$ cat src/rtl/parametrik_carpma_birimi_pkg.sv
// Shared definitions for the iterative multiply unit: one-hot op codes,
// FSM state encoding and a legality check for incoming op codes.
package carpma_paket;

   localparam logic [3:0] OP_MUL    = 4'h1;
   localparam logic [3:0] OP_MULH   = 4'h2;
   localparam logic [3:0] OP_MULHU  = 4'h4;
   localparam logic [3:0] OP_MULHSU = 4'h8;

   typedef enum logic [1:0] {
      BOS     = 2'd0,
      HESAPLA = 2'd1,
      SONUC   = 2'd2
   } durum_t;

   // True only for exactly one of the four supported op bits.
   function automatic logic kod_gecerli(input logic [3:0] kod);
      return (kod == OP_MUL) || (kod == OP_MULH) ||
             (kod == OP_MULHU) || (kod == OP_MULHSU);
   endfunction

endpackage

$ cat src/rtl/parametrik_carpma_birimi_adim.sv
// One shift-add step of the multiplier.
//   a_mutlak : multiplicand magnitude
//   p        : current {upper, multiplier} register
//   p_yeni   : register after adding a_mutlak * p[ADIM_BIT-1:0] to the
//              upper half and shifting right by ADIM_BIT
module carpma_adimi #(
   parameter int unsigned XLEN     = 32,
   parameter int unsigned ADIM_BIT = 2
) (
   input  logic [XLEN-1:0]   a_mutlak,
   input  logic [2*XLEN-1:0] p,
   output logic [2*XLEN-1:0] p_yeni
);

   localparam int unsigned T_W = XLEN + ADIM_BIT;

   logic [T_W-1:0] toplam;

   // Sum cannot exceed XLEN+ADIM_BIT bits, so the carry lands in the top of P.
   always_comb begin
      toplam = T_W'(p[2*XLEN-1:XLEN]) + T_W'(a_mutlak) * T_W'(p[ADIM_BIT-1:0]);
      p_yeni = {toplam, p[XLEN-1:ADIM_BIT]};
   end

endmodule

$ cat src/rtl/parametrik_carpma_birimi.sv
// Iterative RV32M/RV64M multiply unit (MUL/MULH/MULHU/MULHSU), ADIM_BIT
// multiplier bits per cycle, valid/ready on issue and result, tag and cancel.
//   clk_g, rst_g         : clock, synchronous active-low reset
//   islev_kodu_g         : one-hot op code
//   islec1_g / islec2_g  : rs1 multiplicand / rs2 multiplier
//   etiket_g             : tag returned with the result
//   hazir_g / kabul_c    : issue valid / issue ready
//   iptal_g              : cancel operation in flight
//   gecerli_c / oku_g    : result valid / result consumed
//   sonuc_c, etiket_c, hata_c : registered result, tag, illegal-op flag
module parametrik_carpma_birimi
   import carpma_paket::*;
#(
   parameter int unsigned XLEN     = 32,
   parameter int unsigned ADIM_BIT = 2,
   parameter int unsigned ETIKET_W = 4
) (
   input  logic                clk_g,
   input  logic                rst_g,
   input  logic [3:0]          islev_kodu_g,
   input  logic [XLEN-1:0]     islec1_g,
   input  logic [XLEN-1:0]     islec2_g,
   input  logic [ETIKET_W-1:0] etiket_g,
   input  logic                hazir_g,
   output logic                kabul_c,
   input  logic                iptal_g,
   output logic                gecerli_c,
   input  logic                oku_g,
   output logic [XLEN-1:0]     sonuc_c,
   output logic [ETIKET_W-1:0] etiket_c,
   output logic                hata_c
);

   localparam int unsigned N     = XLEN / ADIM_BIT;
   localparam int unsigned SAY_W = $clog2(N);
   localparam int unsigned P_W   = 2 * XLEN;

   durum_t              durum_q, durum_d;
   logic [SAY_W-1:0]    sayac_q, sayac_d;
   logic [3:0]          op_q, op_d;
   logic [ETIKET_W-1:0] etiket_q, etiket_d;
   logic [XLEN-1:0]     a_q, a_d;
   logic [P_W-1:0]      p_q, p_d;
   logic                neg_q, neg_d;
   logic                sifir_q, sifir_d;
   logic [XLEN-1:0]     sonuc_q, sonuc_d;
   logic [ETIKET_W-1:0] cikis_etiket_q, cikis_etiket_d;
   logic                hata_q, hata_d;

   logic [P_W-1:0]      p_adim;
   logic [P_W-1:0]      carpim;
   logic                kabul_al;
   logic                a_isaretli, b_isaretli, a_neg, b_neg;
   logic [XLEN-1:0]     a_mut, b_mut;

   carpma_adimi #(
      .XLEN     (XLEN),
      .ADIM_BIT (ADIM_BIT)
   ) u_adim (
      .a_mutlak (a_q),
      .p        (p_q),
      .p_yeni   (p_adim)
   );

   assign kabul_c   = (durum_q == BOS) || ((durum_q == SONUC) && oku_g);
   assign gecerli_c = (durum_q == SONUC);
   assign sonuc_c   = sonuc_q;
   assign etiket_c  = cikis_etiket_q;
   assign hata_c    = hata_q;
   assign kabul_al  = hazir_g && kabul_c && !iptal_g;

   // Signed product restored from magnitude product on the final step.
   assign carpim = neg_q ? (-p_adim) : p_adim;

   // Operand sign handling at issue; illegal codes are treated as unsigned.
   always_comb begin
      a_isaretli = (islev_kodu_g == OP_MUL) || (islev_kodu_g == OP_MULH) ||
                   (islev_kodu_g == OP_MULHSU);
      b_isaretli = (islev_kodu_g == OP_MUL) || (islev_kodu_g == OP_MULH);
      a_neg      = a_isaretli && islec1_g[XLEN-1];
      b_neg      = b_isaretli && islec2_g[XLEN-1];
      a_mut      = a_neg ? (-islec1_g) : islec1_g;
      b_mut      = b_neg ? (-islec2_g) : islec2_g;
   end

   // Next-state and datapath update.
   always_comb begin
      durum_d        = durum_q;
      sayac_d        = sayac_q;
      op_d           = op_q;
      etiket_d       = etiket_q;
      a_d            = a_q;
      p_d            = p_q;
      neg_d          = neg_q;
      sifir_d        = sifir_q;
      sonuc_d        = sonuc_q;
      cikis_etiket_d = cikis_etiket_q;
      hata_d         = hata_q;

      case (durum_q)
         BOS: begin
            if (kabul_al) durum_d = HESAPLA;
         end
         HESAPLA: begin
            if (iptal_g) begin
               durum_d = BOS;
            end else if (!kod_gecerli(op_q)) begin
               sonuc_d        = '0;
               hata_d         = 1'b1;
               cikis_etiket_d = etiket_q;
               durum_d        = SONUC;
            end else if (sifir_q) begin
               sonuc_d        = '0;
               hata_d         = 1'b0;
               cikis_etiket_d = etiket_q;
               durum_d        = SONUC;
            end else begin
               p_d = p_adim;
               if (sayac_q == SAY_W'(N - 1)) begin
                  sonuc_d        = (op_q == OP_MUL) ? carpim[XLEN-1:0] : carpim[P_W-1:XLEN];
                  hata_d         = 1'b0;
                  cikis_etiket_d = etiket_q;
                  durum_d        = SONUC;
               end else begin
                  sayac_d = sayac_q + SAY_W'(1);
               end
            end
         end
         SONUC: begin
            if (iptal_g)    durum_d = BOS;
            else if (oku_g) durum_d = hazir_g ? HESAPLA : BOS;
         end
         default: durum_d = BOS;
      endcase

      // Issue latch; also covers the back-to-back accept out of SONUC.
      if (kabul_al) begin
         op_d     = islev_kodu_g;
         etiket_d = etiket_g;
         a_d      = a_mut;
         p_d      = {{XLEN{1'b0}}, b_mut};
         neg_d    = a_neg ^ b_neg;
         sifir_d  = (a_mut == '0) || (b_mut == '0);
         sayac_d  = '0;
      end
   end

   // State and datapath registers with synchronous reset.
   always_ff @(posedge clk_g) begin
      if (!rst_g) begin
         durum_q        <= BOS;
         sayac_q        <= '0;
         op_q           <= '0;
         etiket_q       <= '0;
         a_q            <= '0;
         p_q            <= '0;
         neg_q          <= 1'b0;
         sifir_q        <= 1'b0;
         sonuc_q        <= '0;
         cikis_etiket_q <= '0;
         hata_q         <= 1'b0;
      end else begin
         durum_q        <= durum_d;
         sayac_q        <= sayac_d;
         op_q           <= op_d;
         etiket_q       <= etiket_d;
         a_q            <= a_d;
         p_q            <= p_d;
         neg_q          <= neg_d;
         sifir_q        <= sifir_d;
         sonuc_q        <= sonuc_d;
         cikis_etiket_q <= cikis_etiket_d;
         hata_q         <= hata_d;
      end
   end

endmodule

$ cat config.mk
export PLATFORM = sky130hd
export DESIGN_NAME = parametrik_carpma_birimi
export DESIGN_NICKNAME = d
export VERILOG_FILES = /design/src/rtl/parametrik_carpma_birimi_pkg.sv /design/src/rtl/parametrik_carpma_birimi_adim.sv /design/src/rtl/parametrik_carpma_birimi.sv
export SDC_FILE = /design/constraint.sdc
export NUM_CORES = 1
export LEC_CHECK = 0
export CAP_MARGIN = 20
export CORE_MARGIN = 2
export CORE_UTILIZATION = 55
export DETAILED_ROUTE_END_ITERATION = 8
export GPL_TIMING_DRIVEN = 1
export MAX_ROUTING_LAYER = met4
export PLACE_DENSITY = 0.74
export SLEW_MARGIN = 20
export SYNTH_ARGS = -nofsm -noshare
export SYNTH_HDL_FRONTEND = slang
export SYNTH_SLANG_ARGS = --single-unit
$ cat constraint.sdc
create_clock -name clk_g -period 7.95 [get_ports clk_g]
set_input_delay 0.795 -clock clk_g [delete_from_list [all_inputs] [get_ports clk_g]]
set_output_delay 0.795 -clock clk_g [all_outputs]
set_load 0.02 [all_outputs]
==> run_results.csv, run 1 <==
group,metric,value,unit
critical_path,crit_path_max_incr_delay,1.02,ns
timing,timing.final.hold_violations,0,
logic_synthesis,mappedNetlistNets,1796,
logic_synthesis,synth.most_common_cell,"nand2_1",
pwr,total_power,2.03,mW
grt,grt_pass1_vias,11400,
die,coreArea,21900,µm²
route,drtPass1Iterations,7,
timing,timing.slew.headroom,0.270,
grt,antenna_found_initial,0,
critical_path,crit_buf_inv,1,
route,ant_nets,0,
layout,drive_above_1_share,0.0455,
die,boundaryPins,116,
logic_synthesis,synth-edff-count,0,
hold_path,hold_class,"flip-flop to flip-flop",
layout,final_nets,1848,
critical_path,start_kind,"flip-flop",
route,vias_per_cell,6.18,
placement,io_buffers,115,
timing,setup-violations-final,0,
critical_path,crit_chain,"nand2_1, fa_1, inv_1, ha_1, fa_1, a211oi_1, nor2_1, o21ai_0, a21oi_1, xor2_1, nor4b_1, nand4_1, or3_1, or4_1, a21oi_1, o31ai_1",
clocking,postCtsHoldBufs,0,
grt,grt-ovfl-total,0,
logic_synthesis,synth_async_sr_flop_share,0,
die,row_count,54,
critical_path,end_kind,"flip-flop",
logic_synthesis,synth-main-ff-cell,"dfxtp_1",
clocking,clk-insertion-delay-late,0.44,ns
logic_synthesis,synth_top_area_frac,0.242,
clocking,numCtsBuffers,17,
clocking,clkSinkCount,149,
flow_run,max-cap-violations,0,
timing,tns,0,ns
logic_synthesis,synth_warnings,0,
die,die_x,154,µm
logic_synthesis,synth_area_per_cell,7.46,µm²
timing,fin_skew,0.0227,ns
timing,period_share,0.747,
clocking,cts_root_buf,"clkbuf_16",
grt,grtUsageTotal,0.334,
timing,period_needed,5.94,ns
pwr,powerDensity,143,nW/µm²
timing,tightest_slew,1.09,ns
clocking,clk_pin_slew_worst_paths,0.07,ns
route,wl,38.8,mm
clocking,postCtsSetupRepairBufs,0,
route,wl_per_cell,19.5,µm
critical_path,rrSetupSlack,2.01,ns
run_status,status,"complete, no violations",
clocking,cts_max_level,4,
critical_path,crit_required,8.27,ns
route,drt_iter0_drc,1292,
logic_synthesis,synth_seq_area_share,0.242,
pwr,peakVddDrop,0.107,mV
logic_synthesis,syn_area,12300,µm²
die,die_y,154,µm
pwr,leakagePower,5.49,nW
grt,grt_max_degree,106,
timing,drv_slew,0,
layout,final_core_util,0.647,
critical_path,path_max_fanout,33,
layout,antenna_cells,0,
logic_synthesis,synth.top_cells.by_count,"nand2_1 (290), dfxtp_1 (149), a21oi_1 (105), inv_1 (105), o21ai_0 (98)",
timing,rsz0062_at_grt,"false",
critical_path,crit_path_top_delay_cell,"dfxtp_1",
logic_synthesis,netlist_top_cells_area,"dfxtp_1 (24%), nand2_1 (8.8%), xnor2_1 (5.8%)",
die,initial_core_util,0.562,
clocking,ctsLongestPathBuffers,2,
grt,grt_pass1_wl,61.5,mm
route,drc,0,
logic_synthesis,syn_inst,1650,
placement,dp_hpwl,29.6,mm
logic_synthesis,synth_cell_types,81,
placement,gp_congestion,1.01,
route,vias,12300,
critical_path,critPathTopFamily,"simple AND/OR/NAND/NOR gates",
critical_path,arrival,6.27,ns
clocking,cts.repair.resized,0,
layout,area_growth,15.2,%
die,die-area,23600,µm²
timing,fmax,0.168,GHz
clocking,cts_tree,"done",
logic_synthesis,ys_ff_latch,149,
logic_synthesis,yosys.area.top_type,"dfxtp_1",
critical_path,crit_type,"flip-flop to flip-flop",
## worst min-delay path, cell delays in order (launching register included)
cell	delay [ns]
dfxtp_1	0.31
nand2_1	0.05
nand2_1	0.04
## sequential cells by signal, indices dropped and copies added (netlist names), 2 cells and up
signal    flops
a_q          32
etiket_q      4
etiket_c      4
durum_q       2
sonuc_c      32
p_q          64
op_q          4
sayac_q       4
## per-stage QoR
step / hold slack [ns] / setup slack [ns] / cell area [µm²] / std cells
6_report: 0.437 / 2.01 / 14200 / 1995
4_1_cts: 0.441 / 2.05 / 14200 / 1995
2_1_floorplan: 0.436 / 3.02 / 12300 / 1650
3_3_place_gp: 0.426 / 2.21 / 13600 / 1963
5_1_grt: 0.465 / 1.42 / 14200 / 1995
3_5_place_dp: 0.431 / 2.06 / 13600 / 1963
## report_power, final
part           internal [mW]  switching, mW  total (mW)
clock                  0.477          0.374       0.851
sequential             0.771         0.0370       0.808
combinational          0.154          0.218       0.372
## area by class of cell
type,count,area (µm²)
Inverter,105,394
Clock buffer,17,425
Timing Repair Buffer,128,1240
Sequential cell,149,2980
Multi-Input combinational cell,1301,8590
Tap cell,280,350
Fill cell,1982,7720
Clock inverter,15,181
## cell usage in the layout, fill, tap and decap left out, types with 20 or more instances in the layout
| cell type | count |
|---|---|
| fa_1 | 32 |
| o211ai_1 | 24 |
| o21ai_0 | 98 |
| nor2_1 | 95 |
| ha_1 | 37 |
| a21oi_1 | 105 |
| a21boi_0 | 28 |
| nor2b_1 | 47 |
| a222oi_1 | 26 |
| nand2_1 | 290 |
| nor4_1 | 20 |
| nand3_1 | 32 |
| clkdlybuf4s50_1 | 114 |
| o31ai_1 | 26 |
| inv_1 | 105 |
| xnor2_1 | 81 |
| o211a_1 | 30 |
| nor3_1 | 24 |
| dfxtp_1 | 148 |
| xor2_1 | 63 |
## logic make-up (layout without fill, tap and decap cells)
family	Yosys count	count (layout)	share of synthesized area
AND/OR/NAND/NOR	639	639	0.249
buffers and inverters	200	265	0.0619
multiplexers	10	10	0.00854
AO/OA/AOI/OAI	439	439	0.246
flip-flops	149	149	0.242
adder cells (fa/ha/maj)	69	69	0.0897
XOR/XNOR	144	144	0.103
## worst paths after layout
path,startpoint,depth (start not counted),to
setup / recovery,p_q[1],16,sonuc_c[28]
setup reg to reg,p_q[1],16,sonuc_c[28]
hold / removal,sonuc_c[21],2,sonuc_c[21]
hold reg to reg,sonuc_c[21],2,sonuc_c[21]
## layer usage
metal  track usage  up-vias  part of all wire
met4        0.0987        0             0.028
li1              -     5935                 -
met1         0.477     5794              0.46
met3        0.0544       69             0.080
met2         0.486      537              0.43
met5             -        -                 0
No activity file was read; power rests on OpenSTA's default activity.
==> inputs of run 2 (changes only) <==
==> constraint.sdc (replaced) <==
create_clock -name clk_g -period 5.84 [get_ports clk_g]
set_input_delay 0.584 -clock clk_g [delete_from_list [all_inputs] [get_ports clk_g]]
set_output_delay 0.584 -clock clk_g [all_outputs]
set_load 0.02 [all_outputs]
==> run 2 against run 1 <==
Compared with the run above:
- first-iteration DRC count increased by 0.39%
- clock power rose by 33%
- final area increased by 0.56%
- die area is the same
- final cell count rose by 0.55%
- clock-buffer cell count is 1 higher
- register-to-register slack worse by 1.6 ns
- sequential cell count did not move
==> run_results.csv, run 2 (same netlist as run 1, synthesis figures left out) <==
group,metric,value,unit
run_status,status,"complete, no violations",
timing,period_share,0.931,
route,drt_iter0_drc,1297,
clocking,cts_tree,"done",
clocking,cts_max_level,4,
layout,final_cell_area,14200,µm²
grt,antenna_found_initial,0,
placement,io_buffers,115,
flow_run,max-cap-violations,0,
die,die-area,23600,µm²
clocking,numCtsBuffers,17,
clocking,clk_pin_slew_worst_paths,0.07,ns
route,dr_wl_met2,16.2,mm
die,boundaryPins,116,
die,initial_core_util,0.562,
die,row_count,54,
clocking,clk-insertion-delay-late,0.43,ns
pwr,peakVddDrop,0.169,mV
clocking,postCtsHoldBufs,0,
timing,tightest_slew,0.911,ns
route,vias,12300,
grt,grtUsageTotal,0.330,
timing,setup-violations-final,0,
clocking,cts.repair.resized,0,
route,ant_nets,0,
timing,rsz0062_at_grt,"false",
critical_path,arrival,5.74,ns
route,drtPass1Iterations,7,
route,met1_length,18.1,mm
critical_path,end_kind,"flip-flop",
pwr,powerDensity,192,nW/µm²
placement,gp_congestion,0.946,
layout,final_core_util,0.651,
route,wl,38.3,mm
layout,final_nets,1862,
pwr,leakagePower,5.56,nW
grt,grt_pass1_wl,60.6,mm
layout,area_growth,15.8,%
layout,drive_above_1_share,0.0510,
hold_path,hold_class,"flip-flop to flip-flop",
timing,drv_slew,0,
critical_path,crit_required,6.14,ns
layout,top_register,"p_q",
layout,largest_reg_flops,64,
grt,grt-ovfl-total,0,
critical_path,crit_type,"flip-flop to flip-flop",
die,die_x,154,µm
grt,grt_max_degree,68,
clocking,ctsLongestPathBuffers,2,
placement,dpl_cell_area,13700,µm²
clocking,clkSinkCount,149,
layout,layout_commonest_cell,"nand2_1",
route,wl_per_cell,19.1,µm
die,coreArea,21900,µm²
die,die_y,154,µm
critical_path,start_kind,"flip-flop",
timing,fmax,0.184,GHz
layout,layout.cells.most_common_list,"nand2_1 (290), dfxtp_1 (148), clkdlybuf4s50_1 (114), inv_1 (105), a21oi_1 (105)",
route,drc,0,
critical_path,path_max_fanout,24,
layout,nFillCells,1985,
grt,grt_pass1_vias,11000,
timing,timing.final.hold_violations,0,
timing,timing.slew.headroom,0.393,
timing,tns,0,ns
timing,period_needed,5.44,ns
route,highest_layer,"met4",
placement,dp_hpwl,29.6,mm
route,vias_per_cell,6.11,
clocking,cts_root_buf,"clkbuf_16",
layout,antenna_cells,0,
route,wl_met3,2.95,mm
timing,fin_skew,0.0139,ns
clocking,postCtsSetupRepairBufs,0,
==> run 2: metal layers <==
metal | track usage | up-vias
met3 | 0.0674 | 55
met2 | 0.467 | 497
met5 | - | -
met1 | 0.479 | 5740
met4 | 0.0896 | 0
li1 | - | 5958
==> run 2: final cells by class <==
| type | instances | area [µm²] | area share |
|---|---|---|---|
| clock inverter | 11 | 151 | 0.0106 |
| tap | 280 | 350 | 0.0246 |
| multi-input combinational | 1301 | 8590 | 0.603 |
| sequential | 149 | 2990 | 0.210 |
| clock buffer | 18 | 429 | 0.0301 |
| timing repair buffer | 142 | 1350 | 0.0945 |
| inverter | 105 | 394 | 0.0277 |
==> run 2: metrics by stage <==
stage               power [mW]  hold slack (ns)  worst slack (ns)  cells
detailed placement        1.62            0.431             0.522   1976
global route              2.84            0.464             0.105   2006
floorplan                 1.43            0.436             0.905   1650
global placement          1.61            0.424             0.659   1976
CTS                       2.73            0.440             0.483   2005
finish                    2.73            0.437             0.403   2006
==> run 2: report_power, final <==
part | internal (mW) | switching, mW | total (mW)
clock | 0.669 | 0.458 | 1.13
sequential | 1.05 | 0.0531 | 1.10
combinational | 0.212 | 0.292 | 0.504
==> run 2: worst max-delay path, stage by stage (launching register included) <==
cell and delay (ns):
dfxtp_1 0.50, buf_4 0.33, nand2_1 0.10, fa_1 0.48, inv_1 0.04, ha_1 0.39
a21oi_1 0.20, o21ai_1 0.19, a21boi_0 0.52, a21oi_1 0.14, or3_1 0.36, a2111o_1 0.46
or4_1 0.56, or3_1 0.38, or4_1 0.41, a21oi_1 0.16, o31ai_1 0.08
==> run 2: worst paths after layout <==
path / endpoint / slack [ns] / start / cells past startpoint
worst max-delay path: sonuc_c[28] / 0.40 / p_q[0] / 16
worst max register to register: sonuc_c[28] / 0.40 / p_q[0] / 16
worst min register to register: sonuc_c[24] / 0.44 / sonuc_c[24] / 2
worst min-delay path: sonuc_c[24] / 0.44 / sonuc_c[24] / 2
==> inputs of run 3 (changes only) <==
--- a/config.mk
+++ b/config.mk
@@ -5,13 +5,15 @@
 export SDC_FILE = /design/constraint.sdc
 export NUM_CORES = 1
 export LEC_CHECK = 0
+export ABC_AREA = 1
 export CAP_MARGIN = 20
 export CORE_MARGIN = 2
 export CORE_UTILIZATION = 55
+export CTS_CLUSTER_DIAMETER = 30
 export DETAILED_ROUTE_END_ITERATION = 8
 export GPL_TIMING_DRIVEN = 1
 export MAX_ROUTING_LAYER = met4
-export PLACE_DENSITY = 0.74
+export PLACE_DENSITY = 0.73
 export SLEW_MARGIN = 20
 export SYNTH_ARGS = -nofsm -noshare
 export SYNTH_HDL_FRONTEND = slang
==> run 3 against run 2 <==
Compared with the run above:
- register-to-register slack better by 0.87 ns
- largest power group unchanged
- utilization down 1.2 points
- die area up 10%
- wire length up 19%
- maximum frequency up 19%
- clock skew up 0.0038 ns
==> run_results.csv, run 3 <==
group,metric,value,unit
critical_path,cp.depth,20,
logic_synthesis,synth_seq_area_share,0.220,
die,row_count,57,
timing,drv_slew,0,
die,initial_core_util,0.560,
critical_path,critPathTopFamily,"simple AND/OR/NAND/NOR gates",
logic_synthesis,synth-main-ff-cell,"dfxtp_1",
pwr,powerDensity,181,nW/µm²
timing,fin_skew,0.0177,ns
logic_synthesis,syn_inst,2303,
clocking,clkSinkCount,149,
logic_synthesis,synth.top_cells.by_count,"nand2_1 (672), inv_1 (401), nor2_1 (206)",
layout,regArea,2980,µm²
logic_synthesis,synth_cell_types,54,
pwr,total_power,2.80,mW
layout,nFillCells,2359,
layout,multiInputGateArea,8690,µm²
route,ant_nets,0,
flow_run,max-cap-violations,0,
critical_path,crit_required,6.14,ns
logic_synthesis,syn_area,13600,µm²
pwr,peakVddDrop,0.164,mV
layout,top_register,"p_q",
layout,layout.cells.most_common_list,"nand2_1 (672), inv_1 (400), nor2_1 (205), nand3_1 (153), dfxtp_1 (148)",
route,vias_per_cell,5.55,
die,coreArea,24200,µm²
clocking,cts_root_buf,"clkbuf_16",
logic_synthesis,yosys.area.top_type,"dfxtp_1",
layout,drive_above_1_share,0.0657,
grt,grt_max_degree,60,
critical_path,crit_path_top_delay_cell,"dfxtp_1",
layout,area_growth,14.0,%
logic_synthesis,synth_async_sr_flop_share,0,
critical_path,path_common_cell,"nand2_1",
clocking,cts.repair.resized,0,
critical_path,reg2reg_depth,20,
die,die-area,26000,µm²
die,boundaryPins,116,
critical_path,crit_type,"flip-flop to flip-flop",
logic_synthesis,synth-edff-count,0,
timing,period_needed,4.57,ns
grt,antenna_found_initial,0,
timing,period_share,0.782,
timing,holdWs,0.464,ns
logic_synthesis,netlist_top_cells_area,"dfxtp_1 (22%), nand2_1 (19%), inv_1 (11%)",
logic_synthesis,synth_warnings,0,
hold_path,worstHoldStart,"sonuc_c[3]",
critical_path,path_max_fanout,23,
clocking,clk_pin_slew_worst_paths,0.08,ns
critical_path,r2r-start,"p_q[0]",
critical_path,arrival,4.87,ns
clocking,clk-insertion-delay-late,0.44,ns
clocking,postCtsHoldBufs,0,
clocking,numCtsBuffers,17,
critical_path,startpoint,"p_q[0]",
route,wl_per_cell,16.8,µm
layout,largest_reg_flops,64,
route,drtPass1Iterations,8,
run_status,status,"complete, no violations",
layout,final_nets,2521,
critical_path,crit_chain,"buf_4, nand2_1, fa_1, inv_1, ha_1, fa_1, xnor2_1, nand2_1, nor2_1, nand4_1, nor2_1, nand3_1, nor2_1, nand2_1, nand2_1, nand2_1, nand2_1, nand3_1, nand2_1, a21oi_1",
timing,timing.slew.headroom,0.309,
logic_synthesis,synth_top_area_frac,0.220,
die,die_x,161,µm
placement,dp_hpwl,36.7,mm
logic_synthesis,mappedNetlistNets,2449,
critical_path,rrSetupSlack,1.27,ns
layout,final_core_util,0.639,
critical_path,crit_path_max_incr_delay,0.82,ns
route,drt_iter0_drc,1769,
hold_path,hold_class,"flip-flop to flip-flop",
logic_synthesis,synth_area_per_cell,5.90,µm²
route,vias,15100,
layout,layout_commonest_cell,"nand2_1",
timing,rsz0062_at_grt,"false",
pwr,leakagePower,7.83,nW
clocking,ctsLongestPathBuffers,2,
route,drc,0,
placement,io_buffers,115,
logic_synthesis,ys_ff_latch,149,
critical_path,timing.rr.end,"sonuc_c[30]",
timing,fmax,0.219,GHz
timing,timing.final.hold_violations,0,
route,wl,45.7,mm
logic_synthesis,synth.most_common_cell,"nand2_1",
critical_path,end_kind,"flip-flop",
critical_path,endpoint,"sonuc_c[30]",
grt,grt-ovfl-total,0,
timing,tns,0,ns
die,die_y,161,µm
grt,grtUsageTotal,0.363,
clocking,cts_tree,"done",
grt,grt_pass1_wl,72.5,mm
grt,grt_pass1_vias,13600,
clocking,postCtsSetupRepairBufs,0,
clocking,cts_max_level,4,
timing,setup-violations-final,0,
placement,gp_congestion,1.03,
timing,tightest_slew,1.04,ns
critical_path,crit_buf_inv,2,
critical_path,start_kind,"flip-flop",
## run 3: area by class of cell
type,count,area share
clock buffer,17,0.0275
tap,324,0.0262
timing repair buffer,125,0.0792
antenna,1,0.000162
inverter,427,0.103
clock inverter,15,0.0102
multi-input combinational,1655,0.561
sequential,149,0.193
## run 3: worst min-delay path by stage
stage | slack (ns) | end | cells past startpoint
global route | 0.48 | sonuc_c[3] | 2
CTS | 0.46 | sonuc_c[25] | 2
global placement | 0.45 | etiket_q[3] | 1
detailed placement | 0.45 | etiket_q[2] | 1
floorplan | 0.44 | etiket_q[0] | 1
finish | 0.46 | sonuc_c[3] | 2
## run 3: layer usage
metal | vias to the layer above | routed length [µm] | GRT usage
met1 | 6784 | 20400 | 0.512
li1 | 7400 | - | -
met4 | 0 | 1420 | 0.121
met2 | 791 | 19300 | 0.530
met5 | - | 0 | -
met3 | 84 | 4610 | 0.0573
## run 3: power breakdown
part	leakage [nW]	switching (mW)	internal, mW	total, mW
Combinational	6.33	0.379	0.198	0.578
Clock	0.288	0.520	0.609	1.13
Sequential	1.21	0.0447	1.05	1.09
## run 3: worst min-delay path, cell delays in order (launching register included)
cell	delay, ns
dfxtp_1	0.31
nand2_1	0.06
a21oi_1	0.05
## run 3: cell families after synthesis
family / synth area share
AOI/OAI and AO/OA: 0.140
DFF: 0.220
buffers and inverters: 0.141
and+or+nand+nor: 0.386
adders and majority gates: 0.0812
muxes: 0.00147
xor gates and xnor gates: 0.0310
## run 3: through the flow
step / cell area (µm²) / setup WS [ns] / std cells
5_1_grt: 15500 / 0.860 / 2712
6_report: 15500 / 1.27 / 2713
3_5_place_dp: 14900 / 1.33 / 2680
2_1_floorplan: 13600 / 2.22 / 2303
3_3_place_gp: 14900 / 1.36 / 2680
4_1_cts: 15500 / 1.33 / 2712
